$ cat src/rtl/multrs.sv
// Reservation station for the 8-bit multiply unit: holds dispatched micro-ops,
// captures pending operands from the CDB and issues one ready entry at a time.
module multrs #(
  parameter int DEPTH = 4,
  parameter int TAG_W = 4
) (
  input  logic                  clk,
  input  logic                  rst,
  input  logic                  dispatch_valid,
  input  logic [7:0]            dispatch_operand,
  input  logic [1:0][7:0]       dispatch_depvals,
  input  logic [1:0][TAG_W-1:0] dispatch_deptags,
  input  logic [1:0]            dispatch_depready,
  input  logic [7:0]            dispatch_wbs,
  input  logic [7:0]            dispatch_flags,
  input  logic [TAG_W-1:0]      dispatch_robid,
  output logic                  rs_full,
  input  logic                  cdb_valid,
  input  logic [TAG_W-1:0]      cdb_id,
  input  logic [7:0]            cdb_val,
  input  logic                  fu_busy,
  output logic                  input_transmit,
  output logic [7:0]            operand,
  output logic [1:0][7:0]       depvals,
  output logic [7:0]            wbs,
  output logic [7:0]            flags,
  output logic [TAG_W-1:0]      robid
);

  localparam int IDX_W = (DEPTH > 1) ? $clog2(DEPTH) : 1;

  typedef struct packed {
    logic                  valid;
    logic [1:0]            rdy;
    logic [1:0][7:0]       val;
    logic [1:0][TAG_W-1:0] tag;
    logic [7:0]            op;
    logic [7:0]            wbs;
    logic [7:0]            flags;
    logic [TAG_W-1:0]      robid;
  } entry_t;

  entry_t ent_q [DEPTH];
  entry_t ent_d [DEPTH];
  entry_t new_ent;

  logic             free_found;
  logic [IDX_W-1:0] free_idx;
  logic             cand_found;
  logic [IDX_W-1:0] issue_idx;
  logic             issue_fire;
  logic             dispatch_accept;

  logic                  xmit_q, xmit_d;
  logic [7:0]            op_q, op_d;
  logic [1:0][7:0]       dv_q, dv_d;
  logic [7:0]            wbs_q, wbs_d;
  logic [7:0]            flags_q, flags_d;
  logic [TAG_W-1:0]      robid_q, robid_d;

  // Priority encoders: lowest free slot for dispatch, lowest ready entry for issue.
  always_comb begin
    free_found = 1'b0;
    free_idx   = '0;
    cand_found = 1'b0;
    issue_idx  = '0;
    for (int i = 0; i < DEPTH; i++) begin
      if (!ent_q[i].valid && !free_found) begin
        free_found = 1'b1;
        free_idx   = IDX_W'(i);
      end else begin
        free_found = free_found;
      end
      if (ent_q[i].valid && (ent_q[i].rdy == 2'b11) && !cand_found) begin
        cand_found = 1'b1;
        issue_idx  = IDX_W'(i);
      end else begin
        cand_found = cand_found;
      end
    end
  end

  assign rs_full         = ~free_found;
  assign dispatch_accept = dispatch_valid & free_found;
  // xmit_q gate guarantees a dead cycle for the unit to raise busy.
  assign issue_fire      = cand_found & ~fu_busy & ~xmit_q;

  // Incoming entry, with same-cycle CDB bypass on pending operands.
  always_comb begin
    new_ent       = '0;
    new_ent.valid = 1'b1;
    new_ent.tag   = dispatch_deptags;
    new_ent.op    = dispatch_operand;
    new_ent.wbs   = dispatch_wbs;
    new_ent.flags = dispatch_flags;
    new_ent.robid = dispatch_robid;
    for (int j = 0; j < 2; j++) begin
      if (!dispatch_depready[j] && cdb_valid && (dispatch_deptags[j] == cdb_id)) begin
        new_ent.rdy[j] = 1'b1;
        new_ent.val[j] = cdb_val;
      end else begin
        new_ent.rdy[j] = dispatch_depready[j];
        new_ent.val[j] = dispatch_depvals[j];
      end
    end
  end

  // Entry next state: wakeup, issue clear and dispatch write touch distinct entries.
  always_comb begin
    for (int i = 0; i < DEPTH; i++) begin
      ent_d[i] = ent_q[i];
      for (int j = 0; j < 2; j++) begin
        if (cdb_valid && ent_q[i].valid && !ent_q[i].rdy[j] && (ent_q[i].tag[j] == cdb_id)) begin
          ent_d[i].rdy[j] = 1'b1;
          ent_d[i].val[j] = cdb_val;
        end else begin
          ent_d[i].rdy[j] = ent_q[i].rdy[j];
        end
      end
      if (issue_fire && (issue_idx == IDX_W'(i))) begin
        ent_d[i].valid = 1'b0;
      end else begin
        ent_d[i].valid = ent_q[i].valid;
      end
      if (dispatch_accept && (free_idx == IDX_W'(i))) begin
        ent_d[i] = new_ent;
      end else begin
        ent_d[i] = ent_d[i];
      end
    end
  end

  // Issue output next state: data registers hold between issues.
  always_comb begin
    xmit_d  = issue_fire;
    op_d    = op_q;
    dv_d    = dv_q;
    wbs_d   = wbs_q;
    flags_d = flags_q;
    robid_d = robid_q;
    if (issue_fire) begin
      op_d    = ent_q[issue_idx].op;
      dv_d    = ent_q[issue_idx].val;
      wbs_d   = ent_q[issue_idx].wbs;
      flags_d = ent_q[issue_idx].flags;
      robid_d = ent_q[issue_idx].robid;
    end else begin
      op_d    = op_q;
    end
  end

  // State registers for entries and issue outputs.
  always_ff @(posedge clk or posedge rst) begin
    if (rst) begin
      for (int i = 0; i < DEPTH; i++) begin
        ent_q[i] <= '0;
      end
      xmit_q  <= 1'b0;
      op_q    <= 8'h00;
      dv_q    <= '0;
      wbs_q   <= 8'h00;
      flags_q <= 8'h00;
      robid_q <= '0;
    end else begin
      for (int i = 0; i < DEPTH; i++) begin
        ent_q[i] <= ent_d[i];
      end
      xmit_q  <= xmit_d;
      op_q    <= op_d;
      dv_q    <= dv_d;
      wbs_q   <= wbs_d;
      flags_q <= flags_d;
      robid_q <= robid_d;
    end
  end

  assign input_transmit = xmit_q;
  assign operand        = op_q;
  assign depvals        = dv_q;
  assign wbs            = wbs_q;
  assign flags          = flags_q;
  assign robid          = robid_q;

endmodule

$ cat config.mk
export PLATFORM = sky130hd
export DESIGN_NAME = multrs
export DESIGN_NICKNAME = d
export VERILOG_FILES = /design/src/rtl/multrs.sv
export SDC_FILE = /design/constraint.sdc
export NUM_CORES = 1
export LEC_CHECK = 0
export CELL_PAD_IN_SITES_DETAIL_PLACEMENT = 0
export CELL_PAD_IN_SITES_GLOBAL_PLACEMENT = 1
export CORE_ASPECT_RATIO = 0.5
export CORE_MARGIN = 2
export CORE_UTILIZATION = 40
export CTS_BUF_LIST = sky130_fd_sc_hd__clkbuf_4 sky130_fd_sc_hd__clkbuf_8 sky130_fd_sc_hd__clkbuf_16
export DETAILED_ROUTE_END_ITERATION = 6
export PLACE_DENSITY_LB_ADDON = 0.05
export SYNTH_ARGS = -nofsm -noshare
export SYNTH_HDL_FRONTEND = slang
export SYNTH_SLANG_ARGS = --single-unit
$ cat constraint.sdc
create_clock -name clk -period 9.46 [get_ports clk]
set_input_delay 2.838 -clock clk [delete_from_list [all_inputs] [get_ports clk]]
set_output_delay 2.838 -clock clk [all_outputs]
set_load 0.01 [all_outputs]
Yosys cells after proc, flatten, opt, wreduce, memory -nomap -nowiden
Cells that the tools add are included.
{"block": "classes", "n_reduce_logical": 74, "magnitude_cmp": 1, "n_eq_ne": 20, "bitwise_logic": 7, "muxes": 45}
{"cell": "$mux 55", "count": 4}
{"cell": "$bmux 55 s2", "count": 1}
{"cell": "$mux 52", "count": 2}
{"cell": "$mux 8", "count": 10}
{"cell": "$logic_and 1x1->1", "count": 42}
{"cell": "$eq 4x4->1", "count": 10}
{"cell": "$mux 1", "count": 24}
{"cell": "$reduce_bool 2->1", "count": 12}
{"cell": "$logic_not 1->1", "count": 18}
{"cell": "$eq 2x2->1 const B", "count": 8}
{"cell": "$mux 2", "count": 4}
{"cell": "$eq 2x1->1 const B", "count": 2}
{"cell": "$logic_not 2->1", "count": 2}
{"cell": "$and 1x1->1", "count": 3}
{"cell": "$ge 3x3->1 const B", "count": 1}
{"cell": "$not 1->1", "count": 3}
{"cell": "$not 2->3", "count": 1}
{"block": "totals", "elab_cells": 198, "in_bits": 71, "output_inout_bits": 46, "regBits": 265}

Logic depth before layout (Yosys ltp)
Gate-level depths: netlist of run 1.
{"block": "depth", "ltp_word": 17, "ltp_mapped": 8, "ltp_nobuf": 5}

Worst setup path before layout of run 1
OpenSTA, ideal clock, no wires.
{"block": "synth_path", "path_kind": "input to register", "startpoint": "input port cdb_id[0]", "endpoint": "register ent_q[43] (netlist name)", "setup_time_ns": 0.163, "slack_ns": 5.027, "arrival_time_ns": 4.269, "stages": 6, "required_ns": 9.297, "n_path_buf": 1, "cell_sequence": "buf_6 inv_2 a222oi_1 nand3_2 o21bai_1 a222oi_1"}
{"block": "synth_via", "elab_chain_len": 4, "word_cells_on_any_way": 7, "cone_classes": "eq/ne (2); mux (2); reduce/logical (3)"}
{"element": "start: declaration", "line": "19", "source": "input logic [TAG_W-1:0] cdb_id,"}
{"element": "$eq 4x4->1", "line": "98", "source": "if (!dispatch_depready[j] && cdb_valid && (dispatch_deptags[j] == cdb_id)) begin"}
{"element": "$logic_and 1x1->1", "line": "98"}
{"element": "$mux 8", "line": "98"}
{"element": "$mux 55", "line": "125", "source": "if (dispatch_accept && (free_idx == IDX_W'(i))) begin"}
{"element": "end signal: indexed assignment", "line": "166", "source": "ent_q[i] <= ent_d[i];"}
{"element": "end: declaration", "line": "43", "source": "entry_t ent_q [DEPTH];"}
Several ways; a longest one is shown, not always the timed one.
A chain may end at the register's enable or synchronous reset.

Worst setup path after layout of run 1
{"block": "layout_path", "startpoint": "input port cdb_id[0]", "endpoint": "register ent_q[151] (netlist name)"}
The elaborated chain is that of the path after synthesis.

==> results.sh, run 1 <==
export IMPL_end_kind="register"
export IMPL_synthSimpleGateAreaFrac=0.210
export IMPL_finalSetupViolations=0
export IMPL_hp_class="reg2reg"
export IMPL_relSlewSlack=0.237
export IMPL_synth_largest_area_cell="dfrtp_1"
export IMPL_synth_compound_area_frac=0.158
export IMPL_worst_pin_slew_ns=1.14
export IMPL_track_usage=0.245
export IMPL_synth_seq_cells=265
export IMPL_htree_levels=1
export IMPL_synth_edff_count=0
export IMPL_synth_cells=1343
export IMPL_syn_area_per_cell_sq_um=8.89
export IMPL_ys_top_cells_by_count="nand2_1 (452), dfrtp_1 (265), a21oi_1 (106), nor2_1 (73), clkbuf_1 (71)"
export IMPL_wl_um=37600
export IMPL_crit_path_start_kind="input port"
export IMPL_antenna_cells=0
export IMPL_grt_max_degree=173
export IMPL_synth_xor_area_frac=0.0249
export IMPL_final_max_slew_viol_count=0
export IMPL_clk_path_buf_depth=3
export IMPL_synth_cell_type_count=45
export IMPL_post_cts_resized=0
export IMPL_first_iter_violations=972
export IMPL_synth_fp_nets=1414
export IMPL_cts_tree="built"
export IMPL_drv_cap=0
export IMPL_yosysSeqAreaShare=0.555
export IMPL_vdd_drop_max_mv=0.165
export IMPL_gp_congestion=0.842
export IMPL_layout_drive_gt1_share=0.0566
export IMPL_grt_pass1_wl_um=59600
export IMPL_nets=1483
export IMPL_synth_top_area_share=0.555
export IMPL_netlist_area_sq_mm=0.0119
export IMPL_vias=10000
export IMPL_placementRows=44
export IMPL_status="finished, final reports clean"
export IMPL_synth_top_family_by_area="simple AND/OR/NAND/NOR gates"
export IMPL_yosysWarningCount=0
export IMPL_power_per_cell_area_mw_per_mm2=348
export IMPL_leakage_nw=6.65
export IMPL_fin_skew_ns=0.0109
export IMPL_initial_utilization=0.409
export IMPL_critical_path_required_ns=9.83
export IMPL_synthArstFlopShare=1.00
export IMPL_post_route_util=0.491
export IMPL_floorplan_die_width_um=248
export IMPL_synth_ff_type="dfrtp_1"
export IMPL_worst_path_max_fanout=28
export IMPL_arrival_ns=5.93
export IMPL_synth_most_common_cell="nand2_1"
export IMPL_core_area_sq_mm=0.0292
export IMPL_criticalPathCategory="in2reg"
export IMPL_setup_tns_ns=0
export IMPL_min_period_over_period=0.587
export IMPL_io_buffers=116
export IMPL_hold_buffers=0
export IMPL_antenna_found_initial=0
export IMPL_drc=0
export IMPL_routedWlPerCell_um=20.7
export IMPL_first_pass_iters=6
export IMPL_clkTransAtPathRegs_ns=0.06
export IMPL_clockRootBuffer="clkbuf_16"
export IMPL_cts_setup_buffers=0
export IMPL_vias_per_cell=5.51
export IMPL_grt_pass1_vias=10000
export IMPL_max_freq_mhz=180
export IMPL_cts_sinks=265
export IMPL_clock_latency_ns=0.55
export IMPL_grt_setup_unrepaired="no"
export IMPL_pin_count=117
export IMPL_ant_nets=0
export IMPL_cts_buffers=26
export IMPL_fin_crit_ns=5.56
export IMPL_syn_to_final_growth_pct=19.9
export IMPL_place_hpwl_um=22100
export IMPL_yosys_top_cells_area="dfrtp_1 (56%), nand2_1 (14%), a21oi_1 (4.4%)"
export IMPL_hold_violations=0
export IMPL_synth_area_mux_share=0
export IMPL_die_y_um=126
export IMPL_overflow=0
export IMPL_dieArea_sq_mm=0.0313
export IMPL_synthAdderAreaFrac=0
report_power, final:
| part | switching, W | internal [W] | leakage (nW) |
|---|---|---|---|
| logic | 0.00114 | 0.000743 | 3.03 |
| registers | 0.000323 | 0.00167 | 3.17 |
| clock network | 0.000451 | 0.000657 | 0.457 |
| total | 0.00191 | 0.00307 | 6.65 |
logic make-up after synthesis:
kind of cell | count (synthesis)
and+or+nand+nor | 622
AOI/OAI and AO/OA | 269
DFF | 265
buffers and inverters | 153
xor gates and xnor gates | 34
critical path, stage by stage:
cell and delay [ns]:
clkdlybuf4s50_1 0.83, inv_2 0.09, a222oi_1 0.56, nand3_2 0.57, o21ai_1 0.78, a222oi_1 0.25
worst paths after layout:
| path | startpoint | endpoint | slack [ns] | cells after the start |
|---|---|---|---|---|
| max reg2reg | ent_q[109] | robid[3] | 6.55 | 7 |
| min reg2reg | ent_q[174] | ent_q[174] | 0.47 | 2 |
| min | ent_q[174] | ent_q[174] | 0.47 | 2 |
| max | cdb_id[0] | ent_q[151] | 3.90 | 6 |
| max in group asynchronous | rst | ent_q[65] | 5.38 | 3 |
| min in group asynchronous | rst | depvals[0] | 2.73 | 2 |
metrics by stage:
stage | cell area (sq um) | total power [W] | hold slack, ns | instances | setup slack (ns)
3_3_place_gp | 13400 | 0.00385 | 0.457 | 1775 | 3.51
6_report | 14300 | 0.00498 | 0.474 | 1821 | 3.90
4_1_cts | 14300 | 0.00502 | 0.478 | 1821 | 3.96
2_1_floorplan | 11900 | 0.00313 | 0.445 | 1343 | 3.12
3_5_place_dp | 13400 | 0.00389 | 0.462 | 1775 | 3.41
5_1_grt | 14300 | 0.00534 | 0.491 | 1821 | 3.68
area by class of cell:
cell class | count | area, sq um
inverter | 65 | 248
clock inverter | 3 | 65.1
sequential | 265 | 6630
fill | 2751 | 14900
clock buffer | 43 | 840
tap | 391 | 489
multi-input combinational | 925 | 4770
timing repair buffer | 129 | 1270
layout by cell type (no fill, tap or decap), drive strengths merged, types with 4 or more instances in the layout:
| cell | n |
|---|---|
| nand2 | 452 |
| dfrtp | 265 |
| clkdlybuf4s50 | 116 |
| a21oi | 106 |
| nor2 | 73 |
| inv | 64 |
| nand3 | 56 |
| a221oi | 44 |
| clkbuf | 43 |
| a222oi | 34 |
| o21ai | 34 |
| xnor2 | 21 |
| o32ai | 16 |
| a221o | 16 |
| xor2 | 13 |
| buf | 13 |
| nor3 | 12 |
| and3 | 10 |
| nor4 | 6 |
| a21o | 4 |
flip-flops by register name (all words and copies together), names as in the netlist:
name / flops
depvals: 16
ent_q: 220
flags: 8
input_transmit: 1
operand: 8
robid: 4
wbs: 8
per-layer routing:
layer | part of all wire | GRT usage | wire, um
met4 | 0.016 | 0.0452 | 588
met5 | 0 | 0 | 0
met1 | 0.47 | 0.371 | 17700
met2 | 0.44 | 0.364 | 16700
met3 | 0.070 | 0.0518 | 2620
No activity file was read; power rests on OpenSTA's default activity.
==> run 2, diff against run 1 <==
- clock period: 9.46 -> 5 ns (I/O delays scaled with it)
==> run 2 against run 1 <==
- sequential share of layout area fell by 0.10 points
- final cell count rose by 0.44%
- worst setup slack got worse by 2.8 ns
- first-iteration DRC count rose by 15%
- wire length rose by 1.3%
- global-route usage rose by 0.25 points
- critical path depth fell by 1
- sequential power rose by 90%
- clock power rose by 83%
- design area rose by 0.23%
- largest cell class unchanged
==> results.sh, run 2 (synthesis results as in run 1) <==
export IMPL_overflow=0
export IMPL_vias_per_cell=5.64
export IMPL_r2r_slack_ns=2.06
export IMPL_status="finished, final reports clean"
export IMPL_power_per_cell_area_mw_per_mm2=654
export IMPL_reg2regPathDepth=7
export IMPL_grt_pass1_wl_um=60300
export IMPL_nets=1491
export IMPL_fin_skew_ns=0.0117
export IMPL_clkTransAtPathRegs_ns=0.07
export IMPL_placementRows=44
export IMPL_hp_class="reg2reg"
export IMPL_r2r_start="ent_q[164]"
export IMPL_regArea_sq_mm=0.00663
export IMPL_worst_pin_slew_ns=1.16
export IMPL_setup_ws_ns=1.10
export IMPL_post_route_util=0.492
export IMPL_ant_nets=0
export IMPL_cp_slowest_cell="clkdlybuf4s50_1"
export IMPL_largest_reg_flops=220
export IMPL_arrival_ns=4.27
export IMPL_drc=0
export IMPL_hold_start="ent_q[72]"
export IMPL_finalSetupViolations=0
export IMPL_grt_setup_unrepaired="no"
export IMPL_cpMostUsedCell="a222oi_1"
export IMPL_cts_tree="built"
export IMPL_syn_to_final_growth_pct=20.2
export IMPL_gp_congestion=0.864
export IMPL_final_common_cell="nand2_1"
export IMPL_antenna_found_initial=1
export IMPL_path_buf_inv=1
export IMPL_post_cts_resized=0
export IMPL_critical_path_required_ns=5.37
export IMPL_floorplan_die_width_um=248
export IMPL_crit_family="compound AO/OA/AOI/OAI gates"
export IMPL_core_area_sq_mm=0.0292
export IMPL_initial_utilization=0.409
export IMPL_path_cells="clkdlybuf4s50_1 > a222oi_1 > nand3_2 > o21ai_1 > a222oi_1"
export IMPL_max_freq_mhz=256
export IMPL_cts_sinks=265
export IMPL_first_pass_iters=7
export IMPL_max_stage_delay_ns=0.73
export IMPL_layout_drive_gt1_share=0.0612
export IMPL_r2r_end="depvals[6]"
export IMPL_htree_levels=1
export IMPL_holdPathStages=2
export IMPL_relSlewSlack=0.225
export IMPL_track_usage=0.248
export IMPL_pin_count=117
export IMPL_min_period_over_period=0.781
export IMPL_clk_path_buf_depth=3
export IMPL_place_ws_ns=0.552
export IMPL_criticalPathCategory="in2reg"
export IMPL_route_met3_wl_um=2720
export IMPL_largest_register="ent_q"
export IMPL_grt_max_degree=145
export IMPL_first_iter_violations=1113
export IMPL_wl_met2_um=16800
export IMPL_cts_setup_buffers=0
export IMPL_io_buffers=116
export IMPL_cts_buffers=25
export IMPL_highest_layer="met4"
export IMPL_routedWlPerCell_um=20.8
export IMPL_setup_tns_ns=0
export IMPL_min_to="ent_q[72]"
export IMPL_vdd_drop_max_mv=0.564
export IMPL_fin_crit_ns=3.90
export IMPL_wl_um=38100
export IMPL_end_kind="register"
export IMPL_hold_violations=0
export IMPL_fillCellCount=2822
export IMPL_wl_met1_um=17900
export IMPL_crit_path_start_kind="input port"
export IMPL_most_common_layout_cells="nand2_1 (451), dfrtp_1 (265), clkdlybuf4s50_1 (116)"
export IMPL_clockRootBuffer="clkbuf_16"
export IMPL_hold_buffers=0
export IMPL_dieArea_sq_mm=0.0313
export IMPL_multi_input_area_sq_mm=0.00477
export IMPL_die_y_um=126
export IMPL_final_max_slew_viol_count=0
export IMPL_worst_path_max_fanout=16
export IMPL_grt_pass1_vias=10300
export IMPL_clock_latency_ns=0.55
export IMPL_place_hpwl_um=22900
export IMPL_drv_cap=0
export IMPL_leakage_nw=6.67
export IMPL_vias=10300
[run 2: cell count changes in the layout (fill, tap and decap cells not counted), sizes merged]
cell,change
clkbuf,-12
diode,+1
bufinv,+1
buf,+9
clkinv,+7
clkinvlp,+1
inv,+1
[run 2: layout make-up]
class                      instances  area share
antenna                            1    0.000174
clock buffer                      31      0.0494
clock inverter                    13      0.0102
inverter                          65      0.0173
multi-input combinational        925       0.333
sequential                       265       0.462
tap                              391      0.0341
timing repair buffer             138      0.0942
[run 2: metal layers]
metal	global-route usage	vias up
li1	-	4714
met1	0.372	5142
met2	0.374	402
met3	0.0418	49
met4	0.0564	0
met5	0	-
[run 2: worst reg2reg max path, cell delays in order (launching register included)]
cell and delay [ns]:
dfrtp_1 0.55, nand3_1 0.30, nor2b_4 0.16, buf_4 0.58, a21oi_4 0.03, buf_4 0.37, a221oi_1 0.64, a21oi_1 0.14
[run 2: how the worst max path moves through the flow]
stage / startpoint / cells after the start / to
after floorplan: rst / 1 / depvals[0]
after global placement: cdb_id[1] / 5 / ent_q[153]
after detailed placement: cdb_id[1] / 5 / ent_q[152]
after CTS: cdb_id[1] / 5 / ent_q[152]
after global routing: cdb_id[1] / 5 / ent_q[150]
final: cdb_id[1] / 5 / ent_q[152]
[run 2: where the power goes]
group / leakage, nW / internal (W) / switching [W]
clock: 0.430 / 0.00116 / 0.000872
combinational: 3.08 / 0.00142 / 0.00216
sequential: 3.17 / 0.00316 / 0.000619
[run 2: per-stage QoR]
stage	cell area, sq um	cells	total power, W	hold slack (ns)
3_5_place_dp	13500	1784	0.00739	0.462
2_1_floorplan	11900	1343	0.00593	0.445
4_1_cts	14300	1828	0.00946	0.478
6_report	14300	1829	0.00938	0.475
5_1_grt	14300	1829	0.0100	0.487
3_3_place_gp	13500	1784	0.00729	0.457
